### config.mk
export PLATFORM = sky130hd
export DESIGN_NAME = ysyx_22040237_idu_flat
export DESIGN_NICKNAME = d
export VERILOG_FILES = /design/src/rtl/ysyx_22040237_idu_if.sv /design/src/rtl/ysyx_22040237_idu.sv /design/src/flat_wrapper.sv
export SDC_FILE = /design/constraint.sdc
export NUM_CORES = 1
export LEC_CHECK = 0
export ABC_AREA = 1
export BUFFER_PORTS_ARGS = -buffer_cell sky130_fd_sc_hd__buf_2
export CORE_AREA = 2 2 214 216
export CTS_BUF_LIST = sky130_fd_sc_hd__clkbuf_4
export DETAILED_ROUTE_END_ITERATION = 10
export DIE_AREA = 0 0 216 218
export GPL_ROUTABILITY_DRIVEN = 0
export HOLD_SLACK_MARGIN = 0.08
export PLACE_DENSITY = 0.54
export SLEW_MARGIN = 40
export SYNTH_ARGS = -nofsm -noshare
export SYNTH_HDL_FRONTEND = slang
export SYNTH_SLANG_ARGS = --single-unit
### constraint.sdc
create_clock -name clk -period 1.4 [get_ports clk]
set_input_delay 0.21 -clock clk [delete_from_list [all_inputs] [get_ports clk]]
set_output_delay 0.21 -clock clk [all_outputs]
set_load 0.005 [all_outputs]
### src/rtl/ysyx_22040237_idu_if.sv
// IDU handshake bundle: IFU->IDU fetch channel and IDU->EXU operand channel.
// master = the IDU itself, slave = the IFU/EXU environment around it.
interface ysyx_22040237_idu_if;
   logic        in_valid;
   logic        in_ready;
   logic [63:0] in_pc;
   logic [31:0] in_inst;

   logic        out_valid;
   logic        out_ready;
   logic [7:0]  inst_opcode;
   logic [63:0] op1;
   logic [63:0] op2;
   logic [63:0] op1_jump;
   logic [63:0] op2_jump;
   logic        is_jump;
   logic [4:0]  rd_addr;
   logic        rd_wen;
   logic        inst_ebreak;
   logic        invalid_inst;

   modport master (
      input  in_valid, in_pc, in_inst, out_ready,
      output in_ready, out_valid, inst_opcode,
      output op1, op2, op1_jump, op2_jump,
      output is_jump, rd_addr, rd_wen,
      output inst_ebreak, invalid_inst
   );

   modport slave (
      output in_valid, in_pc, in_inst, out_ready,
      input  in_ready, out_valid, inst_opcode,
      input  op1, op2, op1_jump, op2_jump,
      input  is_jump, rd_addr, rd_wen,
      input  inst_ebreak, invalid_inst
   );
endinterface

### src/rtl/ysyx_22040237_idu.sv
// Decode/issue stage: RV64I subset decode into a one-entry
// operand register toward the EXU; halts after EBREAK/invalid.
module ysyx_22040237_idu #(
   parameter logic [7:0] OPC_ADD = 8'h01,
   parameter logic [7:0] OPC_NOP = 8'h00
) (
   input  logic        clk,
   input  logic        rst,
   ysyx_22040237_idu_if.master bus,
   output logic [4:0]  rs1_addr,
   output logic [4:0]  rs2_addr,
   input  logic [63:0] rs1_data,
   input  logic [63:0] rs2_data,
   output logic        halted,
   output logic [31:0] issue_cnt
);

   logic [31:0] inst;
   logic [6:0]  opc;
   logic [2:0]  f3;
   logic [6:0]  f7;
   logic [4:0]  rd;

   assign inst     = bus.in_inst;
   assign opc      = inst[6:0];
   assign f3       = inst[14:12];
   assign f7       = inst[31:25];
   assign rd       = inst[11:7];
   assign rs1_addr = inst[19:15];
   assign rs2_addr = inst[24:20];

   logic [63:0] imm_i;
   logic [63:0] imm_u;
   logic [63:0] imm_j;

   assign imm_i = {{52{inst[31]}}, inst[31:20]};
   assign imm_u = {{32{inst[31]}}, inst[31:12], 12'b0};
   assign imm_j = {{43{inst[31]}}, inst[31], inst[19:12],
                   inst[20], inst[30:21], 1'b0};

   // x0 always reads as zero whatever the regfile returns
   logic [63:0] src1;
   logic [63:0] src2;

   assign src1 = (rs1_addr == 5'd0) ? 64'd0 : rs1_data;
   assign src2 = (rs2_addr == 5'd0) ? 64'd0 : rs2_data;

   logic d_add, d_addi, d_lui, d_auipc;
   logic d_jal, d_jalr, d_ebreak;

   assign d_ebreak = (inst == 32'h0010_0073);
   assign d_add    = (opc == 7'b0110011) && (f3 == 3'b000)
                     && (f7 == 7'b0000000);
   assign d_addi   = (opc == 7'b0010011) && (f3 == 3'b000);
   assign d_lui    = (opc == 7'b0110111);
   assign d_auipc  = (opc == 7'b0010111);
   assign d_jal    = (opc == 7'b1101111);
   assign d_jalr   = (opc == 7'b1100111) && (f3 == 3'b000);

   logic [7:0]  n_opcode;
   logic [63:0] n_op1;
   logic [63:0] n_op2;
   logic [63:0] n_j1;
   logic [63:0] n_j2;
   logic        n_jump;
   logic        n_wr;
   logic        n_ebreak;
   logic        n_invalid;

   // operand bundle for the instruction currently offered by the IFU
   always_comb begin
      n_opcode  = OPC_ADD;
      n_op1     = 64'd0;
      n_op2     = 64'd0;
      n_j1      = 64'd0;
      n_j2      = 64'd0;
      n_jump    = 1'b0;
      n_wr      = 1'b0;
      n_ebreak  = 1'b0;
      n_invalid = 1'b0;
      unique case (1'b1)
         d_add: begin
            n_op1 = src1;
            n_op2 = src2;
            n_wr  = 1'b1;
         end
         d_addi: begin
            n_op1 = src1;
            n_op2 = imm_i;
            n_wr  = 1'b1;
         end
         d_lui: begin
            n_op2 = imm_u;
            n_wr  = 1'b1;
         end
         d_auipc: begin
            n_op1 = bus.in_pc;
            n_op2 = imm_u;
            n_wr  = 1'b1;
         end
         d_jal: begin
            n_op1  = bus.in_pc;
            n_op2  = 64'd4;
            n_j1   = bus.in_pc;
            n_j2   = imm_j;
            n_jump = 1'b1;
            n_wr   = 1'b1;
         end
         d_jalr: begin
            n_op1  = bus.in_pc;
            n_op2  = 64'd4;
            n_j1   = src1;
            n_j2   = imm_i;
            n_jump = 1'b1;
            n_wr   = 1'b1;
         end
         d_ebreak: begin
            n_ebreak = 1'b1;
         end
         default: begin
            n_opcode  = OPC_NOP;
            n_invalid = 1'b1;
         end
      endcase
   end

   logic v_q;
   logic fire_in;
   logic fire_out;

   assign bus.in_ready = !halted && (!v_q || bus.out_ready);
   assign fire_in      = bus.in_valid && bus.in_ready;
   assign fire_out     = v_q && bus.out_ready;

   // valid flag, halt latch and issue counter
   always_ff @(posedge clk or negedge rst) begin
      if (!rst) begin
         v_q       <= 1'b0;
         halted    <= 1'b0;
         issue_cnt <= 32'd0;
      end else begin
         if (fire_in)
            v_q <= 1'b1;
         else if (fire_out)
            v_q <= 1'b0;
         if (fire_in && (n_ebreak || n_invalid))
            halted <= 1'b1;
         if (fire_out)
            issue_cnt <= issue_cnt + 32'd1;
      end
   end

   logic [7:0]  q_opcode;
   logic [63:0] q_op1;
   logic [63:0] q_op2;
   logic [63:0] q_j1;
   logic [63:0] q_j2;
   logic        q_jump;
   logic [4:0]  q_rd;
   logic        q_wen;
   logic        q_ebreak;
   logic        q_invalid;

   // bundle register: loads only on capture, so it holds while stalled
   always_ff @(posedge clk or negedge rst) begin
      if (!rst) begin
         q_opcode  <= 8'd0;
         q_op1     <= 64'd0;
         q_op2     <= 64'd0;
         q_j1      <= 64'd0;
         q_j2      <= 64'd0;
         q_jump    <= 1'b0;
         q_rd      <= 5'd0;
         q_wen     <= 1'b0;
         q_ebreak  <= 1'b0;
         q_invalid <= 1'b0;
      end else if (fire_in) begin
         q_opcode  <= n_opcode;
         q_op1     <= n_op1;
         q_op2     <= n_op2;
         q_j1      <= n_j1;
         q_j2      <= n_j2;
         q_jump    <= n_jump;
         q_rd      <= rd;
         q_wen     <= n_wr && (rd != 5'd0);
         q_ebreak  <= n_ebreak;
         q_invalid <= n_invalid;
      end
   end

   assign bus.out_valid    = v_q;
   assign bus.inst_opcode  = q_opcode;
   assign bus.op1          = q_op1;
   assign bus.op2          = q_op2;
   assign bus.op1_jump     = q_j1;
   assign bus.op2_jump     = q_j2;
   assign bus.is_jump      = q_jump;
   assign bus.rd_addr      = q_rd;
   assign bus.rd_wen       = q_wen;
   assign bus.inst_ebreak  = q_ebreak;
   assign bus.invalid_inst = q_invalid;

endmodule

### src/flat_wrapper.sv
// flat-port wrapper written by rule: the top's interface ports become plain ports
module ysyx_22040237_idu_flat 
#(
   parameter logic [7:0] OPC_ADD = 8'h01,
   parameter logic [7:0] OPC_NOP = 8'h00
)
  (clk, rst, rs1_addr, rs2_addr, rs1_data, rs2_data, halted, issue_cnt, bus_in_valid, bus_in_pc, bus_in_inst, bus_out_ready, bus_in_ready, bus_out_valid, bus_inst_opcode, bus_op1, bus_op2, bus_op1_jump, bus_op2_jump, bus_is_jump, bus_rd_addr, bus_rd_wen, bus_inst_ebreak, bus_invalid_inst);
  ysyx_22040237_idu_if bus_i ();
  input  logic clk;
  input  logic rst;
  output logic [4:0] rs1_addr;
  output logic [4:0] rs2_addr;
  input  logic [63:0] rs1_data;
  input  logic [63:0] rs2_data;
  output logic halted;
  output logic [31:0] issue_cnt;
  input wire logic [$bits(bus_i.in_valid)-1:0] bus_in_valid;
  input wire logic [$bits(bus_i.in_pc)-1:0] bus_in_pc;
  input wire logic [$bits(bus_i.in_inst)-1:0] bus_in_inst;
  input wire logic [$bits(bus_i.out_ready)-1:0] bus_out_ready;
  output wire logic [$bits(bus_i.in_ready)-1:0] bus_in_ready;
  output wire logic [$bits(bus_i.out_valid)-1:0] bus_out_valid;
  output wire logic [$bits(bus_i.inst_opcode)-1:0] bus_inst_opcode;
  output wire logic [$bits(bus_i.op1)-1:0] bus_op1;
  output wire logic [$bits(bus_i.op2)-1:0] bus_op2;
  output wire logic [$bits(bus_i.op1_jump)-1:0] bus_op1_jump;
  output wire logic [$bits(bus_i.op2_jump)-1:0] bus_op2_jump;
  output wire logic [$bits(bus_i.is_jump)-1:0] bus_is_jump;
  output wire logic [$bits(bus_i.rd_addr)-1:0] bus_rd_addr;
  output wire logic [$bits(bus_i.rd_wen)-1:0] bus_rd_wen;
  output wire logic [$bits(bus_i.inst_ebreak)-1:0] bus_inst_ebreak;
  output wire logic [$bits(bus_i.invalid_inst)-1:0] bus_invalid_inst;
  assign bus_i.in_valid = bus_in_valid;
  assign bus_i.in_pc = bus_in_pc;
  assign bus_i.in_inst = bus_in_inst;
  assign bus_i.out_ready = bus_out_ready;
  assign bus_in_ready = bus_i.in_ready;
  assign bus_out_valid = bus_i.out_valid;
  assign bus_inst_opcode = bus_i.inst_opcode;
  assign bus_op1 = bus_i.op1;
  assign bus_op2 = bus_i.op2;
  assign bus_op1_jump = bus_i.op1_jump;
  assign bus_op2_jump = bus_i.op2_jump;
  assign bus_is_jump = bus_i.is_jump;
  assign bus_rd_addr = bus_i.rd_addr;
  assign bus_rd_wen = bus_i.rd_wen;
  assign bus_inst_ebreak = bus_i.inst_ebreak;
  assign bus_invalid_inst = bus_i.invalid_inst;
  ysyx_22040237_idu #(.OPC_ADD(OPC_ADD), .OPC_NOP(OPC_NOP)) u_core (.clk(clk), .rst(rst), .bus(bus_i), .rs1_addr(rs1_addr), .rs2_addr(rs2_addr), .rs1_data(rs1_data), .rs2_data(rs2_data), .halted(halted), .issue_cnt(issue_cnt));
endmodule
# Word level (Yosys, flattened, before mapping)
# Cells that the tools add are included.
# Widths: inputs -> output; s select.
word_totals:
  register_bits: 307
  wordCells: 59
op_classes:
  addsub: 1
  n_eq_ne: 7
  n_mux: 13
  n_reduce_logical: 25
op_table:
  columns: ["operator", "count"]
  rows:
  - ["$pmux 64 s2", 3]
  - ["$pmux 64 s4", 1]
  - ["$mux 64", 2]
  - ["$add 32x1->32 const B", 1]
  - ["$eq 32x21->1 const B", 1]
  - ["$eq 7x5->1 const B", 2]
  - ["$eq 7x6->1 const B", 2]
  - ["$eq 7x7->1 const B", 2]
  - ["$logic_not 5->1", 2]
  - ["$logic_and 1x1->1", 9]
  - ["$logic_not 7->1", 1]
  - ["$mux 1", 7]
  - ["$reduce_or 7->1", 1]
  - ["$reduce_or 2->1", 3]
  - ["$reduce_or 6->1", 1]
  - ["$reduce_bool 5->1", 1]
  - ["$logic_not 3->1", 1]
  - ["$reduce_or 3->1", 1]
  - ["$logic_not 1->1", 2]
  - ["$logic_or 1x1->1", 2]
  - ["$reduce_bool 2->1", 1]

# Depth between registers and ports, before layout
logic_depth:
  word_depth: 7
  mapped_depth: 11
  mapped_depth_nobuf: 10

# Worst setup path before layout
# No wires, ideal clock.
synth_timing:
  path_kind: "register -> register"
  startpoint: "register u_core.issue_cnt[0]"
  endpoint: "register u_core.issue_cnt[20]"
  arrival_ps: 1448
  path_slack_ps: -171
  stages_incl_launch_ff: 8
  n_path_buf: 0
  synth_period_minus_slack_ps: 1571
  cell_sequence: "dfrtp_1 ha_1 nand3_1 nor2_1 nand2_1 nor2_1 nand3_1 xor2_1"
synth_between:
  elab_chain_cells: 1
synth_rtl:
  columns: ["element", "line", "text"]
  rows:
  - ["start, declared", "ysyx_22040237_idu.sv:15", "output logic [31:0] issue_cnt"]
  - ["start signal, assigned", "ysyx_22040237_idu.sv:149", "issue_cnt <= issue_cnt + 32'd1;"]
  - ["$add 32x1->32", "ysyx_22040237_idu.sv:149", null]
# Every way passes these cells.
# A chain may end at the register's enable or synchronous reset.

==> flow_metrics.env <==
export IMPL_required_ns=1.19
export IMPL_synth_area_um2=13700
export IMPL_min_period_over_period=1.29
export IMPL_crit_path_end_kind="primary output"
export IMPL_final_cell_area_um2=26700
export IMPL_ioPinCount=546
export IMPL_finalPower_mw=25.0
export IMPL_rsz0062_at_grt="true"
export IMPL_drcViolationCount=0
export IMPL_finalMaxSlewViolations=0
export IMPL_avgSynthCellArea_um2=7.21
export IMPL_port_buffers=538
export IMPL_maxCapViolCount=0
export IMPL_insertion_delay_ns=0.82
export IMPL_path_buf_inv=2
export IMPL_rr_worst_depth=10
export IMPL_row_count=78
export IMPL_synth_main_ff_cell="dfrtp_1"
export IMPL_timing_fmax_ghz=0.555
export IMPL_wl_um=70400
export IMPL_dp_cells=3048
export IMPL_clk_pin_slew_worst_paths_ns=0.06
export IMPL_violations="negative setup slack"
export IMPL_yosysWarnings=0
export IMPL_cts_max_path_buffers=3
export IMPL_path_class="register to primary output"
export IMPL_synth_edf_count=0
export IMPL_worstPathMaxFanout=22
export IMPL_h_tree_depth=3
export IMPL_clock_skew_ns=0.0525
export IMPL_tns_ns=-106.38
export IMPL_peakVddDrop_uv=702
export IMPL_numCtsBuffers=76
export IMPL_synthTopCellsByCount="908 x nand2_1, 257 x dfrtp_1, 126 x inv_1, 115 x nor2_1, 89 x nand3_1"
export IMPL_syn_instance_count=1899
export IMPL_async_reset_ff_frac=1.00
export IMPL_overflow=0
export IMPL_cpMaxStageDelayCell="dfrtp_4"
export IMPL_synthTopCellsByArea="dfrtp_1 47%, nand2_1 25%, buf_4 3.9%"
export IMPL_cts_sinks=257
export IMPL_dieArea_um2=47100
export IMPL_yosysMostFrequentCell="nand2_1"
export IMPL_min_from="bus_in_inst[31]"
export IMPL_synth_distinct_cells=34
export IMPL_reg2reg_from="u_core.bus.out_valid"
export IMPL_setup_worst_path_start="u_core.bus.op2_jump[62]"
export IMPL_fp_dieH_um=218
export IMPL_setup_ws_ns=-0.402
export IMPL_layout_min_cycle_time_ns=1.80
export IMPL_start_util=0.305
export IMPL_status="finished with violations"
export IMPL_final_cells=3703
export IMPL_nets=3276
export IMPL_grt_pass1_wl_um=96800
export IMPL_grt_max_degree=65
export IMPL_post_route_cells_drive_above_1_share=0.447
export IMPL_core_area_um2=44900
export IMPL_drt_pre_antenna_iters=5
export IMPL_cp_top_family="flip-flops"
export IMPL_hold_path_depth=9
export IMPL_setup_violations=549
export IMPL_startpoint_type="register"
export IMPL_post_drt_via_cell_ratio=4.81
export IMPL_critical_path_arrival_ns=1.59
export IMPL_synth_top_cell_by_area="dfrtp_1"
export IMPL_whs_ns=0.130
export IMPL_cts_tree="yes"
export IMPL_dr_total_vias=17800
export IMPL_syn2layout_area_growth_pct=94.7
export IMPL_placed_area_um2=17800
export IMPL_dp_hpwl_um=37600
export IMPL_antenna_found_initial=2
export IMPL_synth_seq_area_share=0.470
export IMPL_cp_depth=2
export IMPL_critPathMaxStageDelay_ns=0.51
export IMPL_synth_seq_cells=257
export IMPL_grt_pass1_vias=18000
export IMPL_crit_chain="buf_12, buf_2"
export IMPL_wire_per_inst_um=19.0
export IMPL_p_leak_nw=14.9
export IMPL_cts_root_buffer="clkbuf_4"
export IMPL_postRouteAntennaNets=0
export IMPL_synth_top_area_share=0.470
export IMPL_p_per_area_nw_per_um2=939
export IMPL_die_x_um=216
export IMPL_drtIter0Drc=1221
export IMPL_hp_class="input pin to register"
export IMPL_hold_viol=0
export IMPL_grt_total_usage=0.263
stage by stage:
step / worst slack (ns) / util
after global placement: -0.298 / 0.397
after CTS: -0.487 / 0.553
after global routing: -0.476 / 0.594
after floorplan: -0.0513 / -
final: -0.402 / 0.594
after detailed placement: -0.349 / 0.397
registers in the layout, summed over array words and instances, names as in the netlist:
name and count:
u_core.bus.rd_addr 5, u_core.bus.invalid_inst 1, u_core.bus.rd_wen 1, u_core.bus.op2_jump 21, u_core.halted 1, u_core.bus.op1_jump 64
u_core.bus.out_valid 1, u_core.bus.op2 64, u_core.bus.inst_opcode 1, u_core.bus.inst_ebreak 1, u_core.issue_cnt 32, u_core.bus.op1 64
u_core.bus.is_jump 1
placed cells by master (no fill, tap or decap), types with 4 or more instances in the layout:
master,synthesis,routed
nand2_1,908,691
buf_2,36,501
dlygate4sd3_1,0,293
dfrtp_1,257,254
buf_4,71,208
nand2_2,7,148
inv_1,126,118
clkbuf_4,0,111
buf_6,4,108
nor2_1,115,91
nand2_4,0,71
o21a_1,64,63
nand3_1,89,47
buf_12,0,47
o21ai_0,59,40
o21ai_1,30,39
nand3_2,2,37
buf_16,0,26
nor2_4,0,19
clkbuf_16,0,19
clkinv_1,0,17
buf_8,0,15
inv_2,6,12
o22ai_1,11,11
xor2_1,12,11
o21ai_2,0,10
xnor2_1,11,10
nor2_2,4,9
nand3_4,0,7
nand4_1,7,7
conb_1,1,7
nand2_8,0,6
a21oi_1,7,6
nor3_2,1,4
nor3_1,8,4
or2_2,5,4
logic make-up (layout without fill, tap and decap cells):
kind of cell / count (synthesis) / after routing / synth area share
adder cells (fa/ha/maj): 1 / 1 / 0.000913
XOR/XNOR: 23 / 23 / 0.0147
other: 1 / 9 / 0.000274
AND/OR/NAND/NOR: 1150 / 1151 / 0.331
flip-flops: 257 / 257 / 0.470
buffers and inverters: 290 / 1485 / 0.105
AO/OA/AOI/OAI: 177 / 177 / 0.0787
path summary, 6_finish.rpt:
check | to | slack [ns]
setup / recovery | bus_op2_jump[60] | -0.40
setup reg to reg | u_core.bus.op1_jump[0] | -0.32
max in group asynchronous | u_core.bus.op2_jump[13] | 0.39
min in group asynchronous | u_core.bus.op1[17] | 0.63
hold reg to reg | u_core.bus.op2[57] | 0.47
hold / removal | u_core.bus.inst_ebreak | 0.13
layer usage:
| metal | GRT usage | vias to the layer above | share of wire |
|---|---|---|---|
| li1 | - | 8170 | - |
| met1 | 0.320 | 8447 | 0.39 |
| met2 | 0.435 | 949 | 0.47 |
| met3 | 0.0635 | 236 | 0.086 |
| met4 | 0.132 | 0 | 0.048 |
| met5 | 0 | - | 0 |
worst register-to-register path, stage by stage, from the launching register on:
cell     delay [ns]
dfrtp_1        0.38
a21oi_2        0.07
buf_4          0.13
buf_6          0.12
nand2_8        0.10
inv_16         0.05
buf_12         0.14
buf_12         0.14
buf_16         0.15
buf_6          0.13
o21a_1         0.16
cell type report:
type | count | area, µm²
diodes | 2 | 5.00
flip-flops and latches | 257 | 6440
multi-input cells | 1359 | 7390
clock inverters | 21 | 110
repair inverters | 1 | 11.3
fillers | 3776 | 18200
repair buffers | 1220 | 10600
inverters | 132 | 517
clock buffers | 111 | 833
well taps | 600 | 751
power breakdown:
part           internal, mW  switching [mW]
Combinational          4.52            3.43
Clock                  3.80            3.63
Sequential             8.77           0.895
Total                  17.1            7.95
repair_timing:
action | in CTS | in global routing
endpoints found under the setup margin | 502 | 557
buffers inserted | 149 | 40
hold endpoints to repair | 487 | 8
hold buffers | 297 | 6
pin swaps | 63 | 140
gates cloned | 33 | 27
resized for setup | 299 | 382
(Power assumes the default switching activity.)
